### config.mk
export PLATFORM = sky130hd
export DESIGN_NAME = usrt_tx_ctrl_flat
export DESIGN_NICKNAME = d
export VERILOG_FILES = /design/src/rtl/usrt_tx_ctrl_if.sv /design/src/rtl/usrt_tx_ctrl.sv /design/src/flat_wrapper.sv
export SDC_FILE = /design/constraint.sdc
export NUM_CORES = 1
export LEC_CHECK = 0
export BUFFER_PORTS_ARGS = -buffer_cell sky130_fd_sc_hd__buf_4
export CAP_MARGIN = 0
export CORE_MARGIN = 2
export CORE_UTILIZATION = 50
export DETAILED_ROUTE_END_ITERATION = 7
export PLACE_DENSITY_LB_ADDON = 0.1
export RECOVER_POWER = 50
export SLEW_MARGIN = 15
export SYNTH_ARGS = -nofsm -noshare
export SYNTH_HDL_FRONTEND = slang
export SYNTH_SLANG_ARGS = --single-unit
### constraint.sdc
create_clock -name i_Pclk -period 3.23 [get_ports i_Pclk]
set_input_delay 0.646 -clock i_Pclk [delete_from_list [all_inputs] [get_ports i_Pclk]]
set_output_delay 0.646 -clock i_Pclk [all_outputs]
set_load 0.01 [all_outputs]
### src/rtl/usrt_tx_ctrl_if.sv
// Request handshakes and shift-register bus of the USRT Tx controller.
// Signal directions are named from the controller's side; the controller connects through the master modport.
interface usrt_tx_ctrl_if;
    logic        i_Req0_Valid;
    logic [7:0]  i_Req0_Data;
    logic        o_Req0_Ready;
    logic        i_Req1_Valid;
    logic [7:0]  i_Req1_Data;
    logic        o_Req1_Ready;
    logic        o_Shift_Enable;
    logic [3:0]  o_Shift_Count;
    logic [10:0] o_Shift_Data;
    logic        i_Shift_Done;

    modport master (
        input  i_Req0_Valid, i_Req0_Data, i_Req1_Valid, i_Req1_Data, i_Shift_Done,
        output o_Req0_Ready, o_Req1_Ready, o_Shift_Enable, o_Shift_Count, o_Shift_Data
    );

    modport slave (
        output i_Req0_Valid, i_Req0_Data, i_Req1_Valid, i_Req1_Data, i_Shift_Done,
        input  o_Req0_Ready, o_Req1_Ready, o_Shift_Enable, o_Shift_Count, o_Shift_Data
    );
endinterface

### src/rtl/usrt_tx_ctrl.sv
// USRT Tx controller: round-robin arbitration of two byte requesters, frame build, shift-register sequencing.
// Define USRT_TX_TIMEOUT_EN to add the done watchdog (o_Timeout); without it WAIT holds until done.
//
//   state | meaning
//   IDLE  | no frame in flight; grants a valid requester combinationally
//   START | one-cycle o_Shift_Enable pulse, frame data/count already stable
//   WAIT  | waiting for i_Shift_Done (or watchdog expiry)
//   GAP   | GAP_CYCLES idle cycles before the next grant
module usrt_tx_ctrl #(
    parameter int GAP_CYCLES     = 2,
    parameter int TIMEOUT_CYCLES = 4096
) (
    input  logic       i_Pclk,
    input  logic       i_Rst_n,
    usrt_tx_ctrl_if.master bus,
    input  logic [1:0] i_Data_Bits,
    input  logic       i_Parity_En,
    input  logic       i_Parity_Odd,
    input  logic       i_Two_Stop,
    output logic       o_Busy,
    output logic       o_Grant_Id,
    output logic       o_Timeout
);

    localparam logic [1:0] S_IDLE  = 2'd0;
    localparam logic [1:0] S_START = 2'd1;
    localparam logic [1:0] S_WAIT  = 2'd2;
    localparam logic [1:0] S_GAP   = 2'd3;

    localparam int               GAP_W    = (GAP_CYCLES > 1) ? $clog2(GAP_CYCLES) : 1;
    localparam logic [GAP_W-1:0] GAP_LOAD = (GAP_CYCLES > 0) ? GAP_W'(GAP_CYCLES - 1) : '0;

    logic [1:0]       r_State;
    logic [1:0]       w_Next;
    logic             r_Grant_Id;
    logic [10:0]      r_Shift_Data;
    logic [3:0]       r_Shift_Count;
    logic [GAP_W-1:0] r_Gap_Cnt;

    logic             w_Idle;
    logic             w_Grant_Any;
    logic             w_Grant_Sel;
    logic [7:0]       w_Grant_Data;
    logic [3:0]       w_Nbits;
    logic [3:0]       w_Len;
    logic [3:0]       w_Count;
    logic [10:0]      w_Frame;
    logic             w_Parity;
    logic             w_Timeout_Hit;

    // With both requesters valid the one that did not own the last frame wins.
    assign w_Idle       = (r_State == S_IDLE);
    assign w_Grant_Any  = w_Idle && (bus.i_Req0_Valid || bus.i_Req1_Valid);
    assign w_Grant_Sel  = (bus.i_Req0_Valid && bus.i_Req1_Valid) ? ~r_Grant_Id : bus.i_Req1_Valid;
    assign w_Grant_Data = w_Grant_Sel ? bus.i_Req1_Data : bus.i_Req0_Data;

    assign bus.o_Req0_Ready   = w_Grant_Any && !w_Grant_Sel;
    assign bus.o_Req1_Ready   = w_Grant_Any && w_Grant_Sel;
    assign bus.o_Shift_Enable = (r_State == S_START);
    assign bus.o_Shift_Data   = r_Shift_Data;
    assign bus.o_Shift_Count  = r_Shift_Count;
    assign o_Busy             = !w_Idle;
    assign o_Grant_Id         = r_Grant_Id;
    assign o_Timeout          = w_Timeout_Hit;

    // Frame starts all-ones so stop bits and unused upper positions need no explicit fill.
    always_comb begin
        w_Nbits  = 4'd5 + {2'b00, i_Data_Bits};
        w_Frame  = '1;
        w_Frame[0] = 1'b0;
        w_Parity = i_Parity_Odd;
        for (int i = 0; i < 8; i++) begin
            if (4'(i) < w_Nbits) begin
                w_Frame[i + 1] = w_Grant_Data[i];
                w_Parity       = w_Parity ^ w_Grant_Data[i];
            end
        end
        for (int j = 6; j <= 9; j++) begin
            if (i_Parity_En && (4'(j) == (w_Nbits + 4'd1))) begin
                w_Frame[j] = w_Parity;
            end
        end
        w_Len   = w_Nbits + {3'b000, i_Parity_En} + (i_Two_Stop ? 4'd2 : 4'd1);
        w_Count = (w_Len > 4'd10) ? 4'd10 : w_Len;
    end

    always_comb begin
        w_Next = r_State;
        case (r_State)
            S_IDLE:  if (w_Grant_Any) w_Next = S_START;
            S_START: w_Next = S_WAIT;
            S_WAIT: begin
                if (bus.i_Shift_Done) begin
                    w_Next = (GAP_CYCLES == 0) ? S_IDLE : S_GAP;
                end else if (w_Timeout_Hit) begin
                    w_Next = S_IDLE;
                end
            end
            S_GAP:   if (r_Gap_Cnt == '0) w_Next = S_IDLE;
            default: w_Next = S_IDLE;
        endcase
    end

    always_ff @(posedge i_Pclk) begin
        if (!i_Rst_n) begin
            r_State       <= S_IDLE;
            r_Grant_Id    <= 1'b1;
            r_Shift_Data  <= 11'h7FF;
            r_Shift_Count <= 4'd0;
        end else begin
            r_State <= w_Next;
            if (w_Grant_Any) begin
                r_Grant_Id    <= w_Grant_Sel;
                r_Shift_Data  <= w_Frame;
                r_Shift_Count <= w_Count;
            end
        end
    end

    always_ff @(posedge i_Pclk) begin
        if (!i_Rst_n) begin
            r_Gap_Cnt <= '0;
        end else if ((r_State == S_WAIT) && bus.i_Shift_Done) begin
            r_Gap_Cnt <= GAP_LOAD;
        end else if ((r_State == S_GAP) && (r_Gap_Cnt != '0)) begin
            r_Gap_Cnt <= r_Gap_Cnt - 1'b1;
        end
    end

`ifdef USRT_TX_TIMEOUT_EN
    localparam int              TO_W    = (TIMEOUT_CYCLES > 1) ? $clog2(TIMEOUT_CYCLES) : 1;
    localparam logic [TO_W-1:0] TO_LOAD = (TIMEOUT_CYCLES > 0) ? TO_W'(TIMEOUT_CYCLES - 1) : '0;

    logic [TO_W-1:0] r_To_Cnt;

    // Loaded while in START so the first WAIT cycle sees the full budget.
    always_ff @(posedge i_Pclk) begin
        if (!i_Rst_n) begin
            r_To_Cnt <= '0;
        end else if (r_State == S_START) begin
            r_To_Cnt <= TO_LOAD;
        end else if ((r_State == S_WAIT) && (r_To_Cnt != '0)) begin
            r_To_Cnt <= r_To_Cnt - 1'b1;
        end
    end

    assign w_Timeout_Hit = (r_State == S_WAIT) && !bus.i_Shift_Done && (r_To_Cnt == '0);
`else
    logic w_unused_timeout_cfg;
    assign w_unused_timeout_cfg = (TIMEOUT_CYCLES == 0);
    assign w_Timeout_Hit        = 1'b0;
`endif

endmodule

### src/flat_wrapper.sv
// flat-port wrapper written by rule: the top's interface ports become plain ports
module usrt_tx_ctrl_flat 
#(
    parameter int GAP_CYCLES     = 2,
    parameter int TIMEOUT_CYCLES = 4096
)
  (i_Pclk, i_Rst_n, i_Data_Bits, i_Parity_En, i_Parity_Odd, i_Two_Stop, o_Busy, o_Grant_Id, o_Timeout, bus_i_Req0_Valid, bus_i_Req0_Data, bus_i_Req1_Valid, bus_i_Req1_Data, bus_i_Shift_Done, bus_o_Req0_Ready, bus_o_Req1_Ready, bus_o_Shift_Enable, bus_o_Shift_Count, bus_o_Shift_Data);
  usrt_tx_ctrl_if bus_i ();
  input  logic i_Pclk;
  input  logic i_Rst_n;
  input  logic [1:0] i_Data_Bits;
  input  logic i_Parity_En;
  input  logic i_Parity_Odd;
  input  logic i_Two_Stop;
  output logic o_Busy;
  output logic o_Grant_Id;
  output logic o_Timeout;
  input wire logic [$bits(bus_i.i_Req0_Valid)-1:0] bus_i_Req0_Valid;
  input wire logic [$bits(bus_i.i_Req0_Data)-1:0] bus_i_Req0_Data;
  input wire logic [$bits(bus_i.i_Req1_Valid)-1:0] bus_i_Req1_Valid;
  input wire logic [$bits(bus_i.i_Req1_Data)-1:0] bus_i_Req1_Data;
  input wire logic [$bits(bus_i.i_Shift_Done)-1:0] bus_i_Shift_Done;
  output wire logic [$bits(bus_i.o_Req0_Ready)-1:0] bus_o_Req0_Ready;
  output wire logic [$bits(bus_i.o_Req1_Ready)-1:0] bus_o_Req1_Ready;
  output wire logic [$bits(bus_i.o_Shift_Enable)-1:0] bus_o_Shift_Enable;
  output wire logic [$bits(bus_i.o_Shift_Count)-1:0] bus_o_Shift_Count;
  output wire logic [$bits(bus_i.o_Shift_Data)-1:0] bus_o_Shift_Data;
  assign bus_i.i_Req0_Valid = bus_i_Req0_Valid;
  assign bus_i.i_Req0_Data = bus_i_Req0_Data;
  assign bus_i.i_Req1_Valid = bus_i_Req1_Valid;
  assign bus_i.i_Req1_Data = bus_i_Req1_Data;
  assign bus_i.i_Shift_Done = bus_i_Shift_Done;
  assign bus_o_Req0_Ready = bus_i.o_Req0_Ready;
  assign bus_o_Req1_Ready = bus_i.o_Req1_Ready;
  assign bus_o_Shift_Enable = bus_i.o_Shift_Enable;
  assign bus_o_Shift_Count = bus_i.o_Shift_Count;
  assign bus_o_Shift_Data = bus_i.o_Shift_Data;
  usrt_tx_ctrl #(.GAP_CYCLES(GAP_CYCLES), .TIMEOUT_CYCLES(TIMEOUT_CYCLES)) u_core (.i_Pclk(i_Pclk), .i_Rst_n(i_Rst_n), .bus(bus_i), .i_Data_Bits(i_Data_Bits), .i_Parity_En(i_Parity_En), .i_Parity_Odd(i_Parity_Odd), .i_Two_Stop(i_Two_Stop), .o_Busy(o_Busy), .o_Grant_Id(o_Grant_Id), .o_Timeout(o_Timeout));
endmodule
==> summary.txt <==
Power and ir drop
  – Peak VDD IR: 381 uV
  – Net Sw Power: 0.000405 W
  – Leakage power: 0.730 nW
  – Pwr/cell area: 631 nW/um^2
  – Sw Ratio: 41.0%
  – Sequential power share: 34.8%
  – Gate power share: 50.7%
  – Internal power: 0.000582 W
  – Clock power share: 14.5%

Setup path
  – Worst Path Buf+Inv: 2
  – Crit end category: flop
  – Top delay family on crit path: buffers and inverters
  – Most used cell, CP: a31oi_1
  – Critical-path cell list: inv_1 -> ha_1 -> o21ai_0 -> clkbuf_1 -> a31oi_1 -> a211oi_1 -> a31oi_1
  – Slowest stage cell, crit path: clkbuf_1
  – Worst EP required: 3.42 ns
  – Setup CP Type: flop to flop
  – Worst Setup Start Kind: flop
  – CP max FO: 23
  – Slowest stage delay, CP: 0.77 ns
  – Crit path DAT: 2.36 ns

Run
  – Max-cap viol count: 0

Floorplanning
  – Die width: 53.8 um
  – Full die area: 2900 um^2
  – Row Count: 18
  – Core ar.: 2410 um^2
  – Starting Density: 51.5%
  – I/O pins: 47
  – Die span in y: 53.8 um

Timing
  – Final period utilization: 67.1%
  – Final WS setup: 1.06 ns
  – Slew Viols, Final: 0
  – Slew @ Worst Pin: 0.982 ns
  – Slew margin rel.: 34.5%
  – Fmax: 0.461 GHz
  – RSZ-0062 raised after global routing: false
  – Setup TNS: 0 ns
  – Clock Skews: 0.00360 ns
  – Final setup fails: 0
  – Post-layout min period: 2.17 ns
  – Fin. Hold Viols: 0
  – Hold_ws: 0.444 ns

Placement
  – Pre-CTS setup slack: 0.784 ns
  – Post-DP HPWL: 2210 um
  – Cell Area, Placed: 1580 um^2
  – Placed insts: 210
  – Port buffer count: 44
  – Placer Congestion: 0.821

GRT
  – Grt ovf: 0
  – Largest net degree at the start of global routing: 24
  – Total GRT Usage: 21.1%
  – Vias in the first global route: 1021
  – First-pass GRT wire length: 4400 um
  – Antenna violations before repair: 0

Synth
  – Post-Syn Nets: 181
  – Flop and latch count out of synthesis: 18
  – Post-Syn Area: 1240 um^2
  – Syn. warnings: 0
  – Mapped Avg Cell Area: 8.74 um^2
  – Register area share after synthesis: 29.0%
  – Post-synthesis cell count: 142
  – Cell variety after synth: 36

CTS
  – Worst-skew pair later-pin latency: 0.30 ns
  – TritonCTS clock tree: done
  – Num CTS Buffers: 3
  – CTS max path bufs: 2
  – Post-CTS Hold Buffers: 0
  – Reg clk slew, reported paths: 0.11 ns
  – Post-CTS setup buffers: 0
  – Post-cts sizing count: 0
  – H-Tree Depth: 1
  – Clock sinks: 18
  – CTS root buffer: clkbuf_4

Drt
  – Drt drc: 0
  – Post-route ant nets: 0
  – Avg WL per Cell: 13.0 um
  – DRT Pass-1 Iters: 4
  – Via Count: 1144
  – Initial DRC Count: 26
  – Wirelength, routed: 2780 um
  – Via density: 5.35

Cells and area
  – Layout Cells excl Fill: 214
  – Antenna cells: 0
  – Commonest cells after routing, fill and taps aside: buf_4, dfxtp_1, nor2_1, nand2_1, clkbuf_1
  – Commonest non-fill, non-tap cell in the layout: buf_4
  – Fill cell count: 223
  – Area grow syn2layout: 25.9%
  – Share of layout cells above drive strength 1: 22.8%
  – Final-stage net count: 224
  – Design area: 1560 um^2

Min path
  – Hold Path Class: flop to flop

Status
  – Status: completed
## power groups by stage
stage / clock (W) / combinational, W / sequential [W]
floorplan: 0 / 0.000304 / 0.000372
global placement: 0 / 0.000531 / 0.000348
detailed placement: 0 / 0.000543 / 0.000351
CTS: 0.000146 / 0.000544 / 0.000346
global route: 0.000152 / 0.000556 / 0.000354
finish: 0.000143 / 0.000500 / 0.000343
## cell families (layout without fill, tap and decap cells)
family / Yosys count / in the layout / share of synthesized area [%]
compound gates: 35 / 35 / 20.3
xor+xnor: 10 / 10 / 8.87
fa+ha+maj: 13 / 13 / 14.3
buf+inv: 16 / 58 / 6.05
flops: 18 / 18 / 29.0
mux: 8 / 8 / 6.45
other cells: 2 / 2 / 0.605
simple gates: 40 / 40 / 14.4
## cell usage after synthesis
library cell / n / area (um^2)
a211o_1: 1 / 8.76
a211oi_1: 7 / 52.6
a21bo_1: 1 / 10.0
a21boi_4: 1 / 18.8
a21oi_1: 8 / 40.0
a222oi_1: 1 / 10.0
a22oi_1: 3 / 22.5
a31oi_1: 3 / 18.8
a41o_1: 1 / 10.0
and3_1: 1 / 6.26
and3_2: 1 / 7.51
and4bb_2: 1 / 12.5
buf_4: 2 / 15.0
buf_6: 1 / 11.3
clkbuf_1: 4 / 15.0
conb_1: 2 / 7.51
dfxtp_1: 18 / 360
fa_1: 2 / 40.0
ha_1: 11 / 138
inv_1: 9 / 33.8
mux2i_1: 8 / 80.1
nand2_1: 15 / 56.3
nand2b_1: 2 / 12.5
nand3_1: 1 / 5.00
nor2_1: 15 / 56.3
nor2b_1: 1 / 6.26
nor3_1: 2 / 10.0
o211ai_1: 5 / 37.5
o21ai_0: 2 / 10.0
o21ai_1: 1 / 5.00
o21bai_1: 1 / 7.51
or2_2: 1 / 6.26
xnor2_1: 6 / 52.6
xnor2_2: 1 / 16.3
xnor3_2: 1 / 23.8
xor2_1: 2 / 17.5
## through the flow
| step | utilization (%) | total power, W |
|---|---|---|
| after global routing | 64.8 | 0.00106 |
| after CTS | 66.9 | 0.00104 |
| after global placement | 65.4 | 0.000879 |
| final | 64.8 | 0.000986 |
| after floorplan | - | 0.000676 |
| after detailed placement | 65.4 | 0.000893 |
## layout make-up
class                           count  area [um^2]  share of cell area, %
Multi-Input combinational cell    108          806                   51.6
Sequential cell                    18          360                   23.1
Timing Repair Buffer               45          289                   18.5
Tap cell                           30         37.5                   2.40
Clock buffer                        4         36.3                   2.32
Inverter                            9         33.8                   2.16
## sequential cells by signal, indices dropped and copies added, names as in the netlist
register and cells:
u_core.bus.o_Shift_Data 10, u_core.bus.o_Shift_Count 4, u_core.r_State 2, u_core.o_Grant_Id 1, u_core.r_Gap_Cnt 1
## metal layers
| metal | track usage (%) | vias to the layer above | wire length [um] |
|---|---|---|---|
| li1 | - | 572 | - |
| met1 | 26.3 | 525 | 1270 |
| met2 | 33.9 | 38 | 1260 |
| met3 | 3.61 | 9 | 162 |
| met4 | 12.0 | 0 | 89 |
| met5 | 0 | - | 0 |
## worst paths after layout
check / depth (start not counted) / startpoint / slack (ns) / to
worst max-delay path: 7 / u_core.r_State[0]$_SDFFE_PN0P_ / 1.06 / u_core.bus.o_Shift_Data[8]$_SDFFE_PN1P_
worst min-delay path: 2 / u_core.bus.o_Shift_Data[0]$_SDFFE_PN1P_ / 0.44 / u_core.bus.o_Shift_Data[0]$_SDFFE_PN1P_
worst max register to register: 7 / u_core.r_State[0]$_SDFFE_PN0P_ / 1.06 / u_core.bus.o_Shift_Data[8]$_SDFFE_PN1P_
worst min register to register: 2 / u_core.bus.o_Shift_Data[0]$_SDFFE_PN1P_ / 0.44 / u_core.bus.o_Shift_Data[0]$_SDFFE_PN1P_
## worst min-delay path: stages (launching register included)
cell,delay (ns)
dfxtp_1,0.32
nand2_1,0.05
nand2_1,0.04
No activity file was read; power rests on OpenSTA's default activity.
